<file path="src/rtl/lw_sha_pkg.sv">
// Shared definitions for the lightweight SHA/HMAC host and engine wrapper.
// CORE_ARCH_S64 widens data/key/digest words to 64 bits.
package lw_sha_pkg;

`ifdef CORE_ARCH_S64
    localparam int LW_WORD_W = 64;
`else
    localparam int LW_WORD_W = 32;
`endif

    localparam int KEY_WORDS    = 16;
    localparam int DIGEST_WORDS = 8;
    localparam int HMAC_OP_BIT  = 3;

    typedef enum logic [2:0] {
        ST_IDLE,
        ST_START,
        ST_KEY,
        ST_MSG,
        ST_WAIT,
        ST_DRAIN,
        ST_ABORT
    } host_state_e;

    function automatic logic is_hmac(input logic [3:0] opcode);
        return opcode[HMAC_OP_BIT];
    endfunction

endpackage

</file>
<file path="src/rtl/lw_hmac_host_dig_buf.sv">
// Digest capture register: loads all words at once, then serialises them
// lowest index first on a valid/ready stream with a last flag.
module lw_hmac_host_dig_buf
    import lw_sha_pkg::*;
#(
    parameter int WORD_W = LW_WORD_W,
    parameter int DEPTH  = DIGEST_WORDS
) (
    input  logic                          clk_i,
    input  logic                          aresetn_i,
    input  logic                          load,
    input  logic [DEPTH-1:0][WORD_W-1:0]  hash,
    output logic                          valid,
    input  logic                          ready,
    output logic [WORD_W-1:0]             data,
    output logic                          last
);

    localparam int IDX_W = $clog2(DEPTH);

    logic [DEPTH-1:0][WORD_W-1:0] words_q;
    logic [IDX_W-1:0]             idx_q;
    logic                         valid_q;
    logic                         at_end;

    assign at_end = (idx_q == IDX_W'(DEPTH - 1));

    always_ff @(posedge clk_i) begin
        if (!aresetn_i) begin
            // NOTE: the digest storage is cleared too, so a read before the
            // first capture returns zeros instead of X.
            words_q <= '0;
            idx_q   <= '0;
            valid_q <= 1'b0;
        end else if (load) begin
            // NOTE: state updates use <= so every register samples the
            // pre-edge values, independent of statement order.
            words_q <= hash;
            idx_q   <= '0;
            valid_q <= 1'b1;
        end else if (valid_q && ready) begin
            if (at_end) begin
                valid_q <= 1'b0;
                idx_q   <= '0;
            end else begin
                idx_q <= idx_q + 1'b1;
            end
        end
    end

    assign valid = valid_q;
    assign data  = valid_q ? words_q[idx_q] : '0;
    assign last  = valid_q && at_end;

endmodule

</file>
<file path="src/rtl/lw_hmac_host.sv">
// Host-side initiator for the lightweight SHA/HMAC engine.
// Optional watchdog: define LW_HOST_TIMEOUT_EN.
module lw_hmac_host
    import lw_sha_pkg::*;
#(
    parameter int WORD_W = LW_WORD_W
`ifdef LW_HOST_TIMEOUT_EN
    ,
    parameter int TIMEOUT_CYC = 1024
`endif
) (
    input  logic                               clk_i,
    input  logic                               aresetn_i,
    input  logic                               cmd_valid_i,
    output logic                               cmd_ready_o,
    input  logic [3:0]                         cmd_opcode_i,
    input  logic                               key_wr_i,
    input  logic [3:0]                         key_idx_i,
    input  logic [WORD_W-1:0]                  key_data_i,
    input  logic                               msg_valid_i,
    output logic                               msg_ready_o,
    input  logic [WORD_W-1:0]                  msg_data_i,
    input  logic                               msg_last_i,
    output logic                               eng_start_o,
    output logic                               eng_abort_o,
    output logic                               eng_data_valid_o,
    output logic                               eng_last_o,
    output logic [WORD_W-1:0]                  eng_data_o,
    output logic [3:0]                         eng_opcode_o,
    output logic [WORD_W-1:0]                  eng_key_o,
    output logic                               eng_key_valid_o,
    input  logic                               eng_key_ready_i,
    input  logic                               eng_ready_i,
    input  logic                               eng_done_i,
    input  logic [DIGEST_WORDS-1:0][WORD_W-1:0] eng_hash_i,
    output logic                               dig_valid_o,
    input  logic                               dig_ready_i,
    output logic [WORD_W-1:0]                  dig_data_o,
    output logic                               dig_last_o,
    output logic                               busy_o,
    output logic                               err_o
);

    localparam int KIDX_W = $clog2(KEY_WORDS);

    host_state_e       state;
    logic [3:0]        opcode_q;
    logic [KIDX_W-1:0] key_idx_q;
    logic              err_q;
    logic              cmd_ready_q;
    logic [WORD_W-1:0] key_reg [KEY_WORDS];

    logic in_key, in_msg;
    logic cmd_fire, key_fire, msg_fire, dig_fire;
    logic dig_load;

    assign in_key   = (state == ST_KEY);
    assign in_msg   = (state == ST_MSG);
    assign cmd_fire = cmd_valid_i && cmd_ready_q;
    assign key_fire = in_key && eng_key_ready_i;
    assign msg_fire = in_msg && msg_valid_i && eng_ready_i;
    assign dig_fire = dig_valid_o && dig_ready_i;
    assign dig_load = (state == ST_WAIT) && eng_done_i;

    // Key file is writable only between operations.
    always_ff @(posedge clk_i) begin
        if (!aresetn_i) begin
            for (int i = 0; i < KEY_WORDS; i++) key_reg[i] <= '0;
        end else if (key_wr_i && state == ST_IDLE) begin
            key_reg[key_idx_i] <= key_data_i;
        end
    end

`ifdef LW_HOST_TIMEOUT_EN
    logic [15:0] wd_cnt;
`endif

    always_ff @(posedge clk_i) begin
        if (!aresetn_i) begin
            state       <= ST_IDLE;
            opcode_q    <= '0;
            key_idx_q   <= '0;
            err_q       <= 1'b0;
            cmd_ready_q <= 1'b0;
`ifdef LW_HOST_TIMEOUT_EN
            wd_cnt      <= '0;
`endif
        end else begin
            case (state)
                ST_IDLE: begin
                    cmd_ready_q <= 1'b1;
                    if (cmd_fire) begin
                        opcode_q    <= cmd_opcode_i;
                        err_q       <= 1'b0;
                        cmd_ready_q <= 1'b0;
                        state       <= ST_START;
                    end
                end
                ST_START: begin
                    key_idx_q <= KIDX_W'(KEY_WORDS - 1);
                    state     <= is_hmac(opcode_q) ? ST_KEY : ST_MSG;
                end
                ST_KEY: begin
                    if (eng_done_i) begin
                        state <= ST_ABORT;
                    end else if (key_fire) begin
                        if (key_idx_q == '0) state <= ST_MSG;
                        else                 key_idx_q <= key_idx_q - 1'b1;
                    end
                end
                ST_MSG: begin
                    if (eng_done_i)                state <= ST_ABORT;
                    else if (msg_fire && msg_last_i) state <= ST_WAIT;
                end
                ST_WAIT: begin
                    if (eng_done_i) state <= ST_DRAIN;
                end
                ST_DRAIN: begin
                    // Ready rises only once IDLE is reached, so a command
                    // waiting during the final digest word is taken a cycle later.
                    if (dig_fire && dig_last_o) begin
                        state       <= ST_IDLE;
                        cmd_ready_q <= 1'b1;
                    end
                end
                ST_ABORT: begin
                    err_q       <= 1'b1;
                    cmd_ready_q <= 1'b1;
                    state       <= ST_IDLE;
                end
                default: state <= ST_IDLE;
            endcase

`ifdef LW_HOST_TIMEOUT_EN
            // Later assignment to state overrides the case above on expiry.
            if (in_key || in_msg || state == ST_WAIT) begin
                if (key_fire || msg_fire || eng_done_i) begin
                    wd_cnt <= '0;
                end else if (wd_cnt == 16'(TIMEOUT_CYC - 1)) begin
                    wd_cnt <= '0;
                    state  <= ST_ABORT;
                end else begin
                    wd_cnt <= wd_cnt + 1'b1;
                end
            end else begin
                wd_cnt <= '0;
            end
`endif
        end
    end

    assign cmd_ready_o      = cmd_ready_q;
    assign busy_o           = (state != ST_IDLE);
    assign err_o            = err_q;
    assign eng_start_o      = (state == ST_START);
    assign eng_abort_o      = (state == ST_ABORT);
    assign eng_opcode_o     = opcode_q;
    assign eng_key_valid_o  = in_key;
    assign eng_key_o        = in_key ? key_reg[key_idx_q] : '0;

    // Message words pass straight through to the engine with zero latency.
    assign eng_data_valid_o = eng_start_o || (in_msg && msg_valid_i);
    assign eng_data_o       = in_msg ? msg_data_i : '0;
    assign eng_last_o       = in_msg && msg_last_i;
    assign msg_ready_o      = in_msg && eng_ready_i;

    lw_hmac_host_dig_buf #(
        .WORD_W (WORD_W),
        .DEPTH  (DIGEST_WORDS)
    ) u_dig_buf (
        .clk_i     (clk_i),
        .aresetn_i (aresetn_i),
        .load      (dig_load),
        .hash      (eng_hash_i),
        .valid     (dig_valid_o),
        .ready     (dig_ready_i),
        .data      (dig_data_o),
        .last      (dig_last_o)
    );

endmodule

</file>
<file path="config.mk">
export PLATFORM = sky130hd
export DESIGN_NAME = lw_hmac_host
export DESIGN_NICKNAME = d
export VERILOG_FILES = /design/src/rtl/lw_sha_pkg.sv /design/src/rtl/lw_hmac_host_dig_buf.sv /design/src/rtl/lw_hmac_host.sv
export SDC_FILE = /design/constraint.sdc
export NUM_CORES = 1
export LEC_CHECK = 0
export ABC_CLOCK_PERIOD_IN_PS = 4000
export CAP_MARGIN = 20
export CELL_PAD_IN_SITES_DETAIL_PLACEMENT = 0
export CELL_PAD_IN_SITES_GLOBAL_PLACEMENT = 1
export CORE_AREA = 3 3 285 287
export DETAILED_ROUTE_END_ITERATION = 16
export DIE_AREA = 0 0 288 290
export PLACE_DENSITY_LB_ADDON = 0.1
export SYNTH_ARGS = -nofsm -noshare
export SYNTH_HDL_FRONTEND = slang
export SYNTH_SLANG_ARGS = --single-unit
</file>
<file path="constraint.sdc">
create_clock -name clk_i -period 4 [get_ports clk_i]
set_input_delay 0.6 -clock clk_i [delete_from_list [all_inputs] [get_ports clk_i]]
set_output_delay 0.6 -clock clk_i [all_outputs]
set_load 0.01 [all_outputs]
</file>
==> results.ini, run 1 <==
[status]
status = complete, no violations

[worst_setup_path]
startpoint_type = flop
crit_path_max_fanout = 28
path_class = flop to output pin
cp.arrival_ps = 3110
crit_path_end_kind = output pin
critical_path_required_ps = 3400

[logic_synthesis]
ys_ff_latch = 789
async_reset_ff_frac = 0
syn_nets = 3174
synthCells = 2832
synth.cell_area_um2 = 35300
synth_edf_count = 512
synth_area_leader_cell = edfxtp_1
synth_cell_types = 48
synthAdderAreaFrac = 0.00142
seq_area_frac_synth = 0.592
synth_top_area_frac = 0.435
synth-simple-area-share = 0.174
ys_top_cells_by_area = edfxtp_1 (44%), dfxtp_1 (16%), mux4_2 (12%)
yosys_warnings = 0
synth_top_family_by_area = simple AND/OR/NAND/NOR gates
syn_avg_cell_area_um2 = 12.5
synth-compound-area-share = 0.0482
muxShareOfSynthArea = 0.150
synth_xor_area_frac = 0.000248
synthFlopType = edfxtp_1

[timing]
period_minus_slack_ps = 3710
tightestPinTransition_ps = 1120
setup_tns_ps = 0
hold_violations = 0
slew_headroom = 0.257
drv_slew = 0
rsz0062_at_grt = no
timing.fmax_mhz = 270
fin_crit_sh = 0.927
finalSetupViolations = 0
finClkSkew_ps = 27.6

[clock_tree]
ctsHoldBuffers = 0
ctsHtreeMaxLevel = 3
cts_num_sinks = 789
clk_latency_ps = 620
post-cts-setup-buffers = 0
clkTransAtPathRegs_ps = 60
cts_buffers = 86
cts_max_path_buffers = 3
cts_resized = 0
cts_tree = done
root_buffer = clkbuf_16

[drt]
dr.pass1.iters = 6
vias_per_cell = 5.44
wire_per_inst_um = 24.9
drc = 0
ant_nets = 0
vias = 23600
wirelength_mm = 108
drt_iter0_drc = 2067

[global_routing]
grt_pass1_wl_mm = 161
grtUsageTotal = 0.258
grt_max_degree = 176
grt_pass1_vias = 24600
antenna_found_initial = 37
overflow = 0

[power_and_ir_drop]
vdd_drop_max_uv = 356
p_leak_nw = 14.9
p_per_area_nw_per_um2 = 488
p_switching_mw = 5.61
seq_power_share = 0.440
intPower_mw = 15.7
p_comb_frac = 0.195
p_sw_frac = 0.263
p_clk_frac = 0.365

[floorplanning]
fp.dieW_um = 288
num_rows = 103
start_util = 0.448
core_region_area_um2 = 78900
dieArea_um2 = 83500
die_h_um = 290
pin_count = 449

[final_layout]
instances_no_fill = 4329
drive_gt1_frac = 0.131
final_core_util = 0.554
fin_nets = 3539
largest_reg_flops = 512
syn_to_final_growth_pct = 23.6
design_area_um2 = 43700

[placement]
postPlaceCellArea_um2 = 40900
io_buffers = 448
place_congestion = 0.867
hpwl_mm = 71.1
dp.cells = 4159

[job]
drv_cap = 0

[min_path]
worst_hold_path_type = flop to flop

## cells in the mapped netlist (all sizes together) (3+ instances only)
cell type	n
and2	547
nand2	522
edfxtp	512
dfxtp	277
a21oi	264
mux4	192
clkbuf	168
mux2i	99
buf	76
o22ai	33
nor2b	32
nand2b	20
nor3	16
nor2	12
inv	10
and3	5
a211oi	4
ha	4
nand3	4
o21ai	4
nor4	3
or3	3
## final cells by class
class | instances | area, um^2
Clock buffer | 112 | 2330
Fill cell | 6678 | 35200
Inverter | 11 | 48.8
Clock inverter | 43 | 398
Antenna cell | 15 | 37.5
Multi-Input combinational cell | 1788 | 13300
Tap cell | 1050 | 1310
Sequential cell | 789 | 20900
Timing Repair Buffer | 521 | 5320
## final timing paths
kind / startpoint / depth (start not counted) / to / slack (ps)
max: flop / 5 / eng_key_o[2] / 290
min: u_dig_buf.words_q[76] / 2 / u_dig_buf.words_q[76] / 450
max reg2reg: state[0] / 5 / key_reg[0][13] / 880
min reg2reg: u_dig_buf.words_q[76] / 2 / u_dig_buf.words_q[76] / 450
## critical path, cell delays in order, from the launching register on
cell and delay, ps:
dfxtp_4 670, buf_12 310, mux4_2 530, mux2i_1 250
o22ai_1 180, clkdlybuf4s50_1 520
## cells in the final DEF, fill, tap and decap left out, drive strengths merged, types with 3 or more instances in the layout
cell type and count:
and3 5, mux4 192, clkinv 31, dfxtp 277, mux2i 99, buf 74, nor3 16, clkdlybuf4s50 447
or3 3, nor4 3, edfxtp 512, inv 14, a211oi 4, bufinv 7, nor2b 32, nor2 12
and2 547, nand2 522, diode 15, clkbuf 112, nand3 4, o22ai 33, ha 4, o21ai 4
a21oi 264, nand2b 20
## per-stage QoR
| stage | power [mW] | setup slack [ps] | hold WS [ps] |
|---|---|---|---|
| 2_1_floorplan | 12.1 | 1070 | 433 |
| 3_3_place_gp | 13.7 | 821 | 440 |
| 3_5_place_dp | 13.8 | 800 | 444 |
| 4_1_cts | 21.5 | 195 | 452 |
| 5_1_grt | 22.2 | 139 | 467 |
| 6_report | 21.3 | 291 | 449 |
## cell families after synthesis
family	Yosys count
mux	291
flops	789
compound gates	320
buf+inv	255
simple gates	1172
fa+ha+maj	4
xor+xnor	1
## routing by layer
layer  track usage  wire, um  up-vias
li1              -         -    10700
met1         0.342     44200    11800
met2         0.428     53100      814
met3        0.0602      8030      179
met4        0.0681      2180       26
met5             0       174        -
## power groups by stage
stage / sequential [mW] / combinational [mW] / clock, mW
final: 9.39 / 4.16 / 7.78
after global routing: 9.44 / 4.46 / 8.26
after CTS: 9.39 / 4.22 / 7.93
after detailed placement: 9.56 / 4.21 / 0
after global placement: 9.54 / 4.17 / 0
after floorplan: 9.30 / 2.81 / 0
No activity file was read; power rests on OpenSTA's default activity.
==> run 2, diff against run 1 <==
--- a/config.mk
+++ b/config.mk
@@ -9,9 +9,10 @@
 export CAP_MARGIN = 20
 export CELL_PAD_IN_SITES_DETAIL_PLACEMENT = 0
 export CELL_PAD_IN_SITES_GLOBAL_PLACEMENT = 1
-export CORE_AREA = 3 3 285 287
+export CORE_AREA = 3 3 265 267
 export DETAILED_ROUTE_END_ITERATION = 16
-export DIE_AREA = 0 0 288 290
+export DIE_AREA = 0 0 268 270
+export DONT_BUFFER_PORTS = 1
 export PLACE_DENSITY_LB_ADDON = 0.1
 export SYNTH_ARGS = -nofsm -noshare
 export SYNTH_HDL_FRONTEND = slang
==> run 2 against run 1 <==
First-iteration DRC count fell by 6.4%. Utilization rose by 1.6 points. Register-to-register slack improved by 130 ps. Design area fell by 11%. Flip-flop and latch count did not move. Non-clock buffer count fell by 446. Wire length fell by 6.3%. Clock power barely moved. Critical endpoint is now eng_key_o[27]. Highest routed layer unchanged. Via count fell by 6.9%. Combinational power fell by 15%.
==> results.ini, run 2 (same netlist as run 1, synthesis figures left out) <==
[status]
status = complete, no violations

[timing]
period_minus_slack_ps = 3510  ; -201 ps
drv_slew = 0  ; unchanged
tightestPinTransition_ps = 1100  ; -13.8 ps
finalSetupViolations = 0  ; unchanged
timing.fmax_mhz = 285  ; +5.7%
fin_crit_sh = 0.877  ; -0.0504
rsz0062_at_grt = no
slew_headroom = 0.265  ; +0.00820
setup_tns_ps = 0  ; unchanged
hold_violations = 0  ; unchanged
finClkSkew_ps = 13.5  ; -14.1 ps

[clock_tree]
clkTransAtPathRegs_ps = 60  ; about the same
clk_latency_ps = 630  ; about the same
cts_resized = 0  ; unchanged
ctsHtreeMaxLevel = 3  ; unchanged
post-cts-setup-buffers = 0  ; unchanged
cts_max_path_buffers = 3  ; unchanged
cts_buffers = 84  ; -2.3%
cts_num_sinks = 789  ; unchanged
cts_tree = done
ctsHoldBuffers = 0  ; unchanged
root_buffer = clkbuf_16

[worst_setup_path]
critical_path_required_ps = 3400  ; about the same
slowest_delay_ps = 670  ; about the same
crit_path_end_kind = output pin
cp_slowest_cell = dfxtp_1
path_delay_family = simple AND/OR/NAND/NOR gates
path_class = flop to output pin
path_cells = and3_1 -> nand2b_2 -> buf_4 -> o22ai_1 -> buf_4
cp.arrival_ps = 2910  ; -200 ps
crit_buf_inv = 2  ; unchanged
crit_top_cell = buf_4
crit_path_max_fanout = 19  ; -32%
startpoint_type = flop

[power_and_ir_drop]
p_comb_frac = 0.170  ; -0.025
total_power_mw = 20.8  ; -2.7%
p_sw_frac = 0.268  ; +0.00476
seq_power_share = 0.455  ; +0.015
p_clk_frac = 0.375  ; +0.010
vdd_drop_max_uv = 356  ; +0.24%
p_per_area_nw_per_um2 = 533  ; +9.1%
p_leak_nw = 13.2  ; -11%
p_switching_mw = 5.56  ; -0.93%
intPower_mw = 15.2  ; -3.3%

[drt]
ant_nets = 0  ; unchanged
drc = 0  ; unchanged
wire_per_inst_um = 27.2  ; +9.2%
vias = 21900  ; -6.9%
dr.pass1.iters = 5  ; -1
drt_iter0_drc = 1935  ; -6.4%
wirelength_mm = 101  ; -6.3%
vias_per_cell = 5.90  ; +8.5%

[final_layout]
final_core_util = 0.570  ; +0.0161
drive_gt1_frac = 0.151  ; +0.0203
layout.cells.most_common_list = and2_1 (547), nand2_1 (522), edfxtp_1 (512), dfxtp_1 (271), a21oi_1 (264)
largest_reg_flops = 512  ; unchanged
final_common_cell = and2_1
fillers = 5564  ; -17%
instances_no_fill = 3713  ; -14%
design_area_um2 = 38900  ; -11%
fin_nets = 3091  ; -13%
syn_to_final_growth_pct = 10.2

[floorplanning]
num_rows = 96  ; -6.8%
die_h_um = 270  ; -6.9%
fp.dieW_um = 268  ; -6.9%
start_util = 0.517  ; +0.0690
core_region_area_um2 = 68300  ; -13%
dieArea_um2 = 72400  ; -13%
pin_count = 449  ; unchanged

[global_routing]
grt_pass1_vias = 22500  ; -8.3%
grtUsageTotal = 0.279  ; +0.0208
grt_max_degree = 152  ; -14%
grt.busiest_layer = met2
grtUsageMet2 = 0.467  ; +0.0390
grt_pass1_wl_mm = 149  ; -7.1%
gr-usage-met1 = 0.357  ; +0.0144
antenna_found_initial = 17  ; -54%
use_met3 = 0.0742  ; +0.0141
overflow = 0  ; unchanged

[placement]
hpwl_mm = 66.8  ; -6.0%
io_buffers = 0  ; -100%
dp.cells = 3545  ; -15%
postPlaceCellArea_um2 = 36100  ; -12%
place_congestion = 0.904  ; +4.3%

[job]
drv_cap = 0  ; unchanged

[min_path]
worst_hold_path_type = input port to flop

-- run 2: path summary, 6_finish.rpt --
path                          startpoint  slack [ps]                      to  cells after the start
setup / recovery                state[1]         490           eng_key_o[27]                      5
hold / removal            eng_hash_i[57]          90   u_dig_buf.words_q[57]                      2
setup reg to reg                state[0]        1010         key_reg[11][24]                      5
hold reg to reg   u_dig_buf.words_q[233]         450  u_dig_buf.words_q[233]                      2
-- run 2: power groups by stage --
| stage | Combinational (mW) | Sequential [mW] | Clock, mW |
|---|---|---|---|
| 5_1_grt | 3.77 | 9.49 | 8.29 |
| 3_5_place_dp | 3.57 | 9.61 | 0 |
| 4_1_cts | 3.57 | 9.44 | 7.94 |
| 3_3_place_gp | 3.52 | 9.59 | 0 |
| 2_1_floorplan | 2.81 | 9.30 | 0 |
| 6_report | 3.53 | 9.44 | 7.78 |
-- run 2: cell type report --
type                    count  area [um^2]  share of cell area
clock buffers             118         2350              0.0604
diodes                     12         30.0            0.000771
repair buffers             75          788              0.0202
inverters                  11         48.8             0.00125
well taps                 882         1100              0.0283
clock inverters            38          405              0.0104
flip-flops and latches    789        20900               0.538
multi-input cells        1788        13300               0.341
-- run 2: per-layer routing --
layer / vias to the layer above / share of wire
li1: 9865 / -
met5: - / 0.00074
met4: 10 / 0.027
met3: 159 / 0.083
met1: 11100 / 0.39
met2: 816 / 0.50
-- run 2: metrics by stage --
step	setup slack (ps)	hold slack [ps]
CTS	434	53.4
detailed placement	1020	444
global placement	1130	440
global route	354	75.5
floorplan	1070	433
finish	492	92.6
